$ cat src/rtl/sonic_echo_responder.sv
// sonic_echo_responder: stands in for an ultrasonic ranging module.
// It accepts a trigger pulse of at least TRIG_MIN cycles, waits BURST_DLY
// cycles after the trigger's falling edge, then drives an echo pulse whose
// high time is echo_cycles (clamped to 1..ECHO_MAX, 0 means "no object").
// Build option: define SONIC_HOLDOFF_EN to add a HOLDOFF-cycle dead time
// after each echo during which triggers are ignored.
module sonic_echo_responder #(
  parameter int unsigned TRIG_MIN  = 500,
  parameter int unsigned BURST_DLY = 25000,
  parameter int unsigned ECHO_MAX  = 1900000,
  parameter int unsigned HOLDOFF   = 50000
) (
  input  logic        clk,
  input  logic        rst_n,
  input  logic        trig,
  input  logic [23:0] echo_cycles,
  output logic        echo,
  output logic        busy,
  output logic        trig_err,
  output logic [7:0]  meas_count
);

  localparam logic [23:0] TRIG_MIN_C  = 24'(TRIG_MIN);
  localparam logic [23:0] ECHO_MAX_C  = 24'(ECHO_MAX);
  localparam logic [23:0] BURST_END_C = 24'(BURST_DLY - 1);

  typedef enum logic [2:0] {
    S_IDLE,
    S_TRIG_HI,
    S_BURST,
`ifdef SONIC_HOLDOFF_EN
    S_HOLD,
`endif
    S_ECHO
  } state_t;

  state_t      state_reg;
  logic [23:0] cnt_reg;
  logic [23:0] len_reg;
  logic [23:0] len_next;
  logic        t1_reg;
  logic        t2_reg;
  logic        echo_reg;
  logic        busy_reg;
  logic        trig_err_reg;
  logic [7:0]  meas_count_reg;
  logic        trig_rise;
  logic        trig_fall;

`ifdef SONIC_HOLDOFF_EN
  localparam logic [23:0] HOLDOFF_C = 24'(HOLDOFF);
`else
  // HOLDOFF only matters when the hold-off dead time is built in.
  logic holdoff_unused;
  assign holdoff_unused = (HOLDOFF == 0);
`endif

  assign trig_rise = t1_reg & ~t2_reg;
  assign trig_fall = ~t1_reg & t2_reg;

  // Clamp the requested echo length: 0 and anything above ECHO_MAX mean "no object".
  always_comb begin
    len_next = echo_cycles;
    if ((echo_cycles == 24'd0) || (echo_cycles > ECHO_MAX_C)) begin
      len_next = ECHO_MAX_C;
    end
  end

  // Trigger synchronizer plus measurement FSM; every output is a register.
  always_ff @(posedge clk) begin
    if (!rst_n) begin
      t1_reg         <= 1'b0;
      t2_reg         <= 1'b0;
      state_reg      <= S_IDLE;
      cnt_reg        <= 24'd0;
      len_reg        <= 24'd0;
      echo_reg       <= 1'b0;
      busy_reg       <= 1'b0;
      trig_err_reg   <= 1'b0;
      meas_count_reg <= 8'd0;
    end else begin
      t1_reg       <= trig;
      t2_reg       <= t1_reg;
      trig_err_reg <= 1'b0;
      unique case (state_reg)
        S_IDLE: begin
          if (trig_rise) begin
            state_reg <= S_TRIG_HI;
            cnt_reg   <= 24'd1;
          end
        end
        S_TRIG_HI: begin
          if (trig_fall) begin
            if (cnt_reg >= TRIG_MIN_C) begin
              len_reg  <= len_next;
              busy_reg <= 1'b1;
              cnt_reg  <= 24'd1;
              // With a one-cycle burst the echo must rise right away.
              if (BURST_DLY <= 1) begin
                state_reg <= S_ECHO;
                echo_reg  <= 1'b1;
              end else begin
                state_reg <= S_BURST;
              end
            end else begin
              trig_err_reg <= 1'b1;
              state_reg    <= S_IDLE;
              cnt_reg      <= 24'd0;
            end
          end else if (cnt_reg < TRIG_MIN_C) begin
            cnt_reg <= cnt_reg + 24'd1;
          end
        end
        S_BURST: begin
          if (cnt_reg >= BURST_END_C) begin
            state_reg <= S_ECHO;
            echo_reg  <= 1'b1;
            cnt_reg   <= 24'd1;
          end else begin
            cnt_reg <= cnt_reg + 24'd1;
          end
        end
        S_ECHO: begin
          if (cnt_reg >= len_reg) begin
            echo_reg       <= 1'b0;
            meas_count_reg <= meas_count_reg + 8'd1;
`ifdef SONIC_HOLDOFF_EN
            state_reg      <= S_HOLD;
            cnt_reg        <= 24'd1;
`else
            state_reg      <= S_IDLE;
            busy_reg       <= 1'b0;
            cnt_reg        <= 24'd0;
`endif
          end else begin
            cnt_reg <= cnt_reg + 24'd1;
          end
        end
`ifdef SONIC_HOLDOFF_EN
        S_HOLD: begin
          if (cnt_reg >= HOLDOFF_C) begin
            state_reg <= S_IDLE;
            busy_reg  <= 1'b0;
            cnt_reg   <= 24'd0;
          end else begin
            cnt_reg <= cnt_reg + 24'd1;
          end
        end
`endif
        default: begin
          state_reg <= S_IDLE;
          busy_reg  <= 1'b0;
          echo_reg  <= 1'b0;
          cnt_reg   <= 24'd0;
        end
      endcase
    end
  end

  assign echo       = echo_reg;
  assign busy       = busy_reg;
  assign trig_err   = trig_err_reg;
  assign meas_count = meas_count_reg;

endmodule

$ cat config.mk
export PLATFORM = sky130hd
export DESIGN_NAME = sonic_echo_responder
export DESIGN_NICKNAME = d
export VERILOG_FILES = /design/src/rtl/sonic_echo_responder.sv
export SDC_FILE = /design/constraint.sdc
export NUM_CORES = 1
export LEC_CHECK = 0
export BUFFER_PORTS_ARGS = -buffer_cell sky130_fd_sc_hd__buf_2
export CORE_UTILIZATION = 59
export DETAILED_ROUTE_END_ITERATION = 10
export HOLD_SLACK_MARGIN = 0.06
export PLACE_DENSITY = 0.89
export REMOVE_ABC_BUFFERS = 1
export SKIP_CTS_REPAIR_TIMING = 1
export SLEW_MARGIN = 20
export SYNTH_ARGS = -nofsm -noshare
export SYNTH_HDL_FRONTEND = slang
export SYNTH_SLANG_ARGS = --single-unit
export TNS_END_PERCENT = 10
$ cat constraint.sdc
create_clock -name clk -period 3.4 [get_ports clk]
set_clock_uncertainty 0.1 [all_clocks]
set_input_delay 0.34 -clock clk [delete_from_list [all_inputs] [get_ports clk]]
set_output_delay 0.34 -clock clk [all_outputs]
set_load 0.02 [all_outputs]
==> flow_metrics.py, run 1 <==
metrics = {
    "status": {
        "status": "completed",
    },
    "floorplanning": {
        "fp-row-count": 27,
        "die_x_um": 78.51,
        "die-area_sq_um": 6163,
        "die_h_um": 78.51,
        "ios": 38,
        "coreArea_sq_um": 5574,
        "start_util_pct": 61.95,
    },
    "critical_path": {
        "path_class": "reg2reg",
        "r2r_cells": 10,
        "start_kind": "register",
        "cp-end-kind": "register",
        "arrival_ns": 2.95,
        "path_max_fanout": 22,
        "required_ns": 3.56,
    },
    "hold_path": {
        "hold-path-cell-count": 2,
        "hold_class": "in2reg",
    },
    "clock_tree": {
        "numCtsBuffers": 9,
        "clkSinkCount": 63,
        "root_buffer": "clkbuf_8",
        "cts_buffer_depth": 2,
        "htree_levels": 3,
        "cts.reportedPaths.clkPinSlew_ns": 0.07,
        "insertion_delay_ns": 0.35,
        "tritoncts": "done",
    },
    "logic_synthesis": {
        "muxShareOfSynthArea_pct": 0.5797,
        "synth_ff_type": "dfxtp_1",
        "synth_compound_area_share_pct": 18.26,
        "synth_fa_ha_area_share_pct": 9.783,
        "synth_top_family_by_area": "simple AND/OR/NAND/NOR gates",
        "yosys.area_share.simple_pct": 23.51,
        "synth_xor_area_share_pct": 5.072,
        "async_reset_ff_share_pct": 0,
        "synth_cells": 401,
        "mappedNetlistArea_sq_um": 3453,
        "ys_ff_latch": 63,
        "yosys_warnings": 0,
        "ys_seq_area_share_pct": 36.52,
        "synth_cell_types": 45,
        "synth_area_per_cell_sq_um": 8.612,
        "synth_edf_count": 0,
    },
    "power_and_ir_drop": {
        "p_clk_share_pct": 42.4,
        "sw_frac_of_total_pct": 23.67,
        "p_per_area_nw_per_um2": 374.3,
        "max-vdd-ir-drop_uv": 364.8,
        "power.internal_mw": 1.102,
        "pwr-share-seq_pct": 51.6,
        "switchingPower_mw": 0.3419,
        "p_total_mw": 1.444,
        "power_leakage_nw": 1.519,
        "combPwrFrac_pct": 6.0,
    },
    "sta": {
        "max_freq_ghz": 0.3586,
        "finalWorstSetupSlack_ns": 0.6115,
        "finalSetupTns_ns": 0,
        "hold_viol_final": 0,
        "timing.final.max_slew_violations": 0,
        "setup_viol": 0,
        "rsz0062_at_grt": "false",
        "slew_headroom_pct": 50.85,
        "period_minus_slack_ns": 2.788,
        "post-route-period-util_pct": 82.01,
        "worst_pin_slew_ns": 0.7306,
    },
    "routing": {
        "wl_per_cell_um": 15.75,
        "routed_wl_um": 8062,
        "num_vias": 3185,
        "ant_nets": 0,
        "drt-initial-drc-count": 341,
        "dr.pass1.iters": 7,
        "drc": 0,
        "drt-vias-per-instance": 6.221,
    },
    "place": {
        "port_buffers": 37,
        "dp_hpwl_um": 5910,
        "gp_congestion": 0.9337,
        "dpl_worst_slack_ns": 0.6338,
    },
    "cells_and_area": {
        "final_cell_mix": "63 x dfxtp_1, 37 x buf_2, 35 x nand2_1",
        "fillers": 428,
        "fin_nets": 490,
        "fin_util_pct": 69.23,
        "n_antenna_cell": 0,
        "final_common_cell": "dfxtp_1",
        "layout-drive-gt1-share_pct": 16.82,
        "syn_to_final_growth_pct": 11.74,
    },
    "global_routing": {
        "grt_pass1_vias": 3033,
        "grt_pass1_wl_um": 13590,
        "grt.overflow.total": 0,
        "grt_max_degree": 34,
        "antenna_found_initial": 0,
        "grt_usage_pct": 28.22,
    },
    "job": {
        "maxCapViolCount": 0,
    },
}
[worst max-delay path, stage by stage, from the launching register on]
cell and delay, ns:
dfxtp_1 0.37, inv_1 0.09, ha_1 0.30, nand2b_1 0.15
a2111oi_0 0.46, o31ai_1 0.18, a2111oi_4 0.30, buf_4 0.24
a21oi_1 0.08, buf_4 0.22, nor3_1 0.21
[Yosys cell counts (2+ instances only)]
| cell | number | area (sq um) |
|---|---|---|
| nand2_1 | 35 | 131.4 |
| a21oi_1 | 20 | 100.1 |
| nand3_1 | 9 | 45.04 |
| o21a_1 | 2 | 15.01 |
| nor3_1 | 32 | 160.2 |
| o211ai_1 | 3 | 22.52 |
| ha_1 | 27 | 337.8 |
| o21ai_0 | 17 | 85.08 |
| dfxtp_1 | 63 | 1261 |
| o221a_2 | 13 | 146.4 |
| o31ai_1 | 2 | 15.01 |
| o32ai_1 | 8 | 70.07 |
| nor2_1 | 13 | 48.80 |
| nor4_1 | 8 | 50.05 |
| inv_1 | 30 | 112.6 |
| xor2_1 | 16 | 140.1 |
| buf_4 | 3 | 22.52 |
| and4_1 | 4 | 35.03 |
| clkbuf_1 | 11 | 41.29 |
| or3_1 | 9 | 56.30 |
| nand2b_1 | 4 | 25.02 |
| and2_1 | 5 | 31.28 |
| and3_1 | 6 | 37.54 |
| xnor2_1 | 4 | 35.03 |
| buf_2 | 5 | 25.02 |
| a41o_1 | 2 | 20.02 |
| mux2i_1 | 2 | 20.02 |
| nand4_1 | 22 | 137.6 |
| a21o_1 | 2 | 15.01 |
| a22o_1 | 3 | 26.28 |
| nor2b_1 | 4 | 25.02 |
| a211oi_1 | 4 | 30.03 |
[final cells by class]
cell class | count | area, sq um | area share, %
multi-input combinational | 287 | 1976 | 51.20
timing repair buffer | 44 | 237.7 | 6.161
clock buffer | 10 | 127.6 | 3.307
inverter | 31 | 116.4 | 3.016
tap | 72 | 90.09 | 2.335
sequential | 63 | 1261 | 32.68
clock inverter | 5 | 50.05 | 1.297
[metrics by stage]
stage	instances	instance area [sq um]	hold slack [ns]
after floorplan	381	3353	0.3279
after global placement	497	3681	0.3420
after detailed placement	497	3681	0.3635
after CTS	512	3859	0.1129
after global routing	512	3859	0.1248
final	512	3859	0.1181
[cell families after synthesis]
| group | Yosys count |
|---|---|
| XOR/XNOR | 20 |
| AO/OA/AOI/OAI | 84 |
| buffers and inverters | 51 |
| AND/OR/NAND/NOR | 154 |
| flip-flops | 63 |
| multiplexers | 2 |
| adder cells (fa/ha/maj) | 27 |
[power groups by stage]
| stage | Sequential (mW) | Combinational [mW] | Clock, mW |
|---|---|---|---|
| after floorplan | 0.761 | 0.0411 | 0 |
| after global routing | 0.746 | 0.0948 | 0.645 |
| final | 0.746 | 0.0866 | 0.612 |
| after CTS | 0.746 | 0.0853 | 0.614 |
| after detailed placement | 0.762 | 0.0841 | 0 |
| after global placement | 0.762 | 0.0822 | 0 |
[routing by layer]
| metal | wire, um | vias to the layer above | track usage [%] | share of wire (%) |
|---|---|---|---|---|
| met5 | 0 | - | 0 | 0 |
| met4 | 198 | 0 | 13.52 | 2.5 |
| met3 | 480 | 25 | 5.930 | 6.0 |
| met2 | 3871 | 133 | 46.87 | 48 |
| met1 | 3511 | 1483 | 34.56 | 44 |
| li1 | - | 1544 | - | - |
[worst paths after layout]
check	start	end	slack [ns]
worst min register to register	len_reg[22]	len_reg[22]	0.37
worst max-delay path	cnt_reg[0]	cnt_reg[23]	0.61
worst max register to register	cnt_reg[0]	cnt_reg[23]	0.61
worst min-delay path	trig	t1_reg	0.12
Note: power is estimated with default switching activity, not from simulation.
==> run 2: changes to the inputs <==
Clock period 3.4 ns to 2.77 ns, I/O delays scaled along.
==> run 2 against run 1 <==
  * Fmax grew 5.5%
  * Core utilization grew 1.3 points
  * Critical path type unchanged
  * Flip-flop and latch count is the same
  * Die area is the same
  * Critical endpoint is now cnt_reg[0]
  * Highest routed layer unchanged
  * Global-route usage grew 0.57 points
  * Largest cell class unchanged
  * Power grew 30%
  * Cell count grew 0.98%
  * Cell area grew 1.9%
  * Critical path depth shrank 2
  * Non-clock buffer count grew 4
==> flow_metrics.py, run 2 (synthesis gave the netlist of run 1 again) <==
metrics = {
    "clock_tree": {
        "tritoncts": "done",
        "insertion_delay_ns": 0.34,
        "cts.reportedPaths.clkPinSlew_ns": 0.07,
        "numCtsBuffers": 9,
        "htree_levels": 3,
        "clkSinkCount": 63,
        "root_buffer": "clkbuf_8",
        "cts_buffer_depth": 2,
    },
    "global_routing": {
        "grt.overflow.total": 0,
        "grt_pass1_vias": 2920,
        "grt_usage_pct": 28.79,
        "grt_max_degree": 33,
        "antenna_found_initial": 0,
        "grt_pass1_wl_um": 13820,
    },
    "floorplanning": {
        "die_h_um": 78.51,
        "die_x_um": 78.51,
        "fp-row-count": 27,
        "ios": 38,
        "coreArea_sq_um": 5574,
        "die-area_sq_um": 6163,
        "start_util_pct": 61.95,
    },
    "sta": {
        "worst_pin_slew_ns": 0.7820,
        "period_minus_slack_ns": 2.644,
        "rsz0062_at_grt": "false",
        "max_freq_ghz": 0.3782,
        "hold_viol_final": 0,
        "setup_viol": 0,
        "slew_headroom_pct": 47.38,
        "finalWorstSetupSlack_ns": 0.1257,
        "timing.final.max_slew_violations": 0,
        "post-route-period-util_pct": 95.46,
    },
    "critical_path": {
        "crit_path_top_delay_cell": "dfxtp_1",
        "required_ns": 2.90,
        "critPathMaxStageDelay_ns": 0.44,
        "cp-end-kind": "register",
        "path_max_fanout": 16,
        "path_cells": "ha_1 > and2_0 > a221o_1 > a22o_1 > a2111oi_4 > buf_6 > nand2_1 > a221oi_1",
        "path_class": "reg2reg",
        "arrival_ns": 2.77,
        "start_kind": "register",
    },
    "routing": {
        "dr.pass1.iters": 5,
        "ant_nets": 0,
        "drt-vias-per-instance": 6.172,
        "wl_per_cell_um": 16.15,
        "drt-initial-drc-count": 421,
        "num_vias": 3191,
        "drc": 0,
        "routed_wl_um": 8349,
    },
    "job": {
        "maxCapViolCount": 0,
    },
    "cells_and_area": {
        "n_antenna_cell": 0,
        "fin_nets": 494,
        "final_cell_mix": "63 x dfxtp_1, 37 x buf_2, 35 x nand2_1",
        "final_common_cell": "dfxtp_1",
        "layout-drive-gt1-share_pct": 17.53,
        "syn_to_final_growth_pct": 13.84,
        "fillers": 422,
    },
    "status": {
        "status": "completed",
    },
    "power_and_ir_drop": {
        "p_per_area_nw_per_um2": 478.6,
        "power_leakage_nw": 1.546,
        "p_total_mw": 1.882,
        "max-vdd-ir-drop_uv": 401.1,
    },
    "place": {
        "port_buffers": 37,
        "dpl_worst_slack_ns": 0.1872,
        "dp_hpwl_um": 6065,
        "gp_congestion": 0.9003,
    },
    "hold_path": {
        "hold_class": "in2reg",
    },
}
-- run 2: cell count changes in the layout (fill, tap and decap cells not counted) --
cell           change
a2111oi_0          -1
a2111oi_1          +1
buf_4              +2
buf_6              +1
bufinv_16          +1
clkinv_2           -2
clkinvlp_4         +2
dlygate4sd3_1      +1
-- run 2: final timing paths --
kind	slack [ns]	cells past startpoint	endpoint	startpoint
max	0.13	8	cnt_reg[0]	cnt_reg[11]
min	0.1	3	len_reg[3]	echo_cycles[3]
max reg2reg	0.13	8	cnt_reg[0]	cnt_reg[11]
min reg2reg	0.36	2	len_reg[23]	len_reg[23]
-- run 2: layout make-up --
type / count / area [sq um] / area share (%)
Sequential cell: 63 / 1261 / 32.08
Multi-Input combinational cell: 287 / 1977 / 50.29
Inverter: 31 / 116.4 / 2.960
Clock inverter: 6 / 85.08 / 2.164
Timing Repair Buffer: 48 / 274.0 / 6.970
Clock buffer: 10 / 127.6 / 3.246
Tap cell: 72 / 90.09 / 2.292
-- run 2: power by group --
group          internal, mW  switching, mW
Combinational        0.0402         0.0705
Sequential            0.910        0.00545
Clock                 0.503          0.352
-- run 2: per-layer routing --
layer | part of all wire (%) | GRT usage [%] | vias to the layer above
li1 | - | - | 1561
met1 | 44 | 37.93 | 1472
met2 | 47 | 44.43 | 130
met3 | 5.7 | 6.279 | 28
met4 | 3.2 | 13.89 | 0
met5 | 0 | 0 | -
-- run 2: through the flow --
stage	cells	area, sq um	hold WS (ns)	setup TNS [ns]	util [%]
after global routing	517	3931	0.1052	0	70.53
after detailed placement	500	3704	0.3546	0	66.44
final	517	3931	0.09523	0	70.53
after floorplan	381	3353	0.2987	-1.068	-
after CTS	516	3916	0.03454	0	70.26
after global placement	500	3704	0.3407	0	66.44
-- run 2: critical path: cells and delay by family, from the launching register on --
kind,cells,cell delay [ns]
fa+ha+maj,1,0.29
simple gates,2,0.28
flops,1,0.44
buf+inv,1,0.20
compound gates,4,1.22
==> run 3: changes to the inputs <==
Settings changed: REMOVE_ABC_BUFFERS 1 to default.
==> run 3 against run 2 <==
  * Clock power decreased by 20%
  * Core utilization fell by 0.79 points
  * Global-route usage decreased by 0.27 points
  * Die area is the same
  * First-iteration DRC count down 24%
==> flow_metrics.py, run 3 (synthesis gave the netlist of run 1 again) <==
metrics = {
    "clock_tree": {
        "htree_levels": 3,
        "cts.reportedPaths.clkPinSlew_ns": 0.07,
        "clkSinkCount": 63,
        "tritoncts": "done",
        "root_buffer": "clkbuf_8",
        "cts_buffer_depth": 2,
        "insertion_delay_ns": 0.35,
        "numCtsBuffers": 9,
    },
    "cells_and_area": {
        "fin_cells": 516,
        "fin_area_sq_um": 3887,
        "n_antenna_cell": 0,
        "final_cell_mix": "63 x dfxtp_1, 37 x buf_2, 35 x nand2_1",
        "fin_util_pct": 69.74,
        "syn_to_final_growth_pct": 12.57,
        "final_common_cell": "dfxtp_1",
        "layout-drive-gt1-share_pct": 17.57,
        "fin_nets": 494,
    },
    "critical_path": {
        "critical_path_buf_inv_count": 1,
        "start_kind": "register",
        "arrival_ns": 2.68,
        "crit_path_top_delay_cell": "dfxtp_1",
        "r2r_end": "cnt_reg[0]",
        "rrSetupSlack_ns": 0.24,
        "path_max_fanout": 16,
        "path_class": "reg2reg",
        "r2r_cells": 8,
        "path_cells": "ha_1 > and2_0 > a221o_1 > a22o_1 > a2111oi_4 > buf_6 > nand2_1 > a221oi_1",
        "r2r_start": "cnt_reg[10]",
        "required_ns": 2.92,
        "critPathMaxStageDelay_ns": 0.45,
        "cp-end-kind": "register",
        "critical-path-top-delay-family": "compound AO/OA/AOI/OAI gates",
    },
    "routing": {
        "num_vias": 3236,
        "drc": 0,
        "dr.pass1.iters": 5,
        "drt-initial-drc-count": 320,
        "drt-vias-per-instance": 6.271,
        "wl_per_cell_um": 15.96,
        "ant_nets": 0,
        "routed_wl_um": 8236,
    },
    "sta": {
        "worst_pin_slew_ns": 0.6937,
        "max_freq_ghz": 0.3952,
        "hold_viol_final": 0,
        "whs_ns": 0.09500,
        "slew_headroom_pct": 53.33,
        "rsz0062_at_grt": "false",
        "finalWorstSetupSlack_ns": 0.2393,
        "finalSetupTns_ns": 0,
        "timing.final.max_slew_violations": 0,
        "period_minus_slack_ns": 2.531,
        "post-route-period-util_pct": 91.36,
        "setup_viol": 0,
    },
    "hold_path": {
        "hold_class": "in2reg",
        "hold-path-cell-count": 3,
        "hp-start": "echo_cycles[4]",
        "min_to": "len_reg[4]",
    },
    "global_routing": {
        "grt.overflow.total": 0,
        "grt_pass1_wl_um": 13780,
        "grt_usage_pct": 28.53,
        "grt_pass1_vias": 2995,
        "antenna_found_initial": 0,
        "grt_max_degree": 34,
    },
    "place": {
        "dp_hpwl_um": 5953,
        "dpl_worst_slack_ns": 0.2079,
        "dpl_cell_area_sq_um": 3704,
        "port_buffers": 37,
        "dp.cells": 500,
        "gp_congestion": 0.9506,
    },
    "floorplanning": {
        "die_h_um": 78.51,
        "die_x_um": 78.51,
        "die-area_sq_um": 6163,
        "ios": 38,
        "start_util_pct": 61.95,
        "fp-row-count": 27,
        "coreArea_sq_um": 5574,
    },
    "status": {
        "status": "completed",
    },
    "power_and_ir_drop": {
        "p_total_mw": 1.708,
        "max-vdd-ir-drop_uv": 332.8,
        "p_per_area_nw_per_um2": 439.5,
        "power_leakage_nw": 1.531,
    },
    "logic_synthesis": {
        "synth_nets": 455,
    },
    "job": {
        "maxCapViolCount": 0,
    },
}
-- run 3: cell types whose count changed in the layout (fill, tap and decap cells not counted), sizes merged --
cell      before  now
clkinvlp       2    1
bufinv         2    0
clkinv         3    4
clkbuf        10   11
-- run 3: how the worst max path moves through the flow --
stage	start	slack, ns	depth (start not counted)	to
6_report	cnt_reg[10]	0.24	8	cnt_reg[0]
2_1_floorplan	cnt_reg[9]	0.31	8	cnt_reg[0]
3_3_place_gp	cnt_reg[0]	0.27	9	cnt_reg[0]
5_1_grt	cnt_reg[9]	0.009	7	cnt_reg[20]
3_5_place_dp	cnt_reg[0]	0.21	9	cnt_reg[0]
4_1_cts	cnt_reg[0]	0.19	9	cnt_reg[0]
-- run 3: worst register-to-register path, stage by stage (launching register included) --
cell       delay (ns)
dfxtp_1          0.45
ha_1             0.27
and2_0           0.17
a221o_1          0.30
a22o_1           0.22
a2111oi_4        0.38
buf_6            0.21
nand2_1          0.08
a221oi_1         0.26
-- run 3: final cells by class --
type	instances	area, sq um
Clock buffer	11	141.4
Clock inverter	4	22.52
Fill cell	420	1687
Inverter	31	116.4
Multi-Input combinational cell	287	1982
Sequential cell	63	1261
Tap cell	72	90.09
Timing Repair Buffer	48	274.0
-- run 3: routing by layer --
layer / wire [um] / share of wire (%) / global-route usage [%]
met5: 0 / 0 / 0
met4: 163 / 2.0 / 11.11
met3: 587 / 7.1 / 6.047
met2: 3807 / 46 / 45.30
met1: 3677 / 45 / 37.62
-- run 3: report_power, final --
part | switching [mW] | leakage, nW | internal, mW
combinational | 0.0705 | 0.938 | 0.0412
sequential | 0.00493 | 0.508 | 0.910
clock | 0.343 | 0.0850 | 0.339
total | 0.418 | 1.53 | 1.29
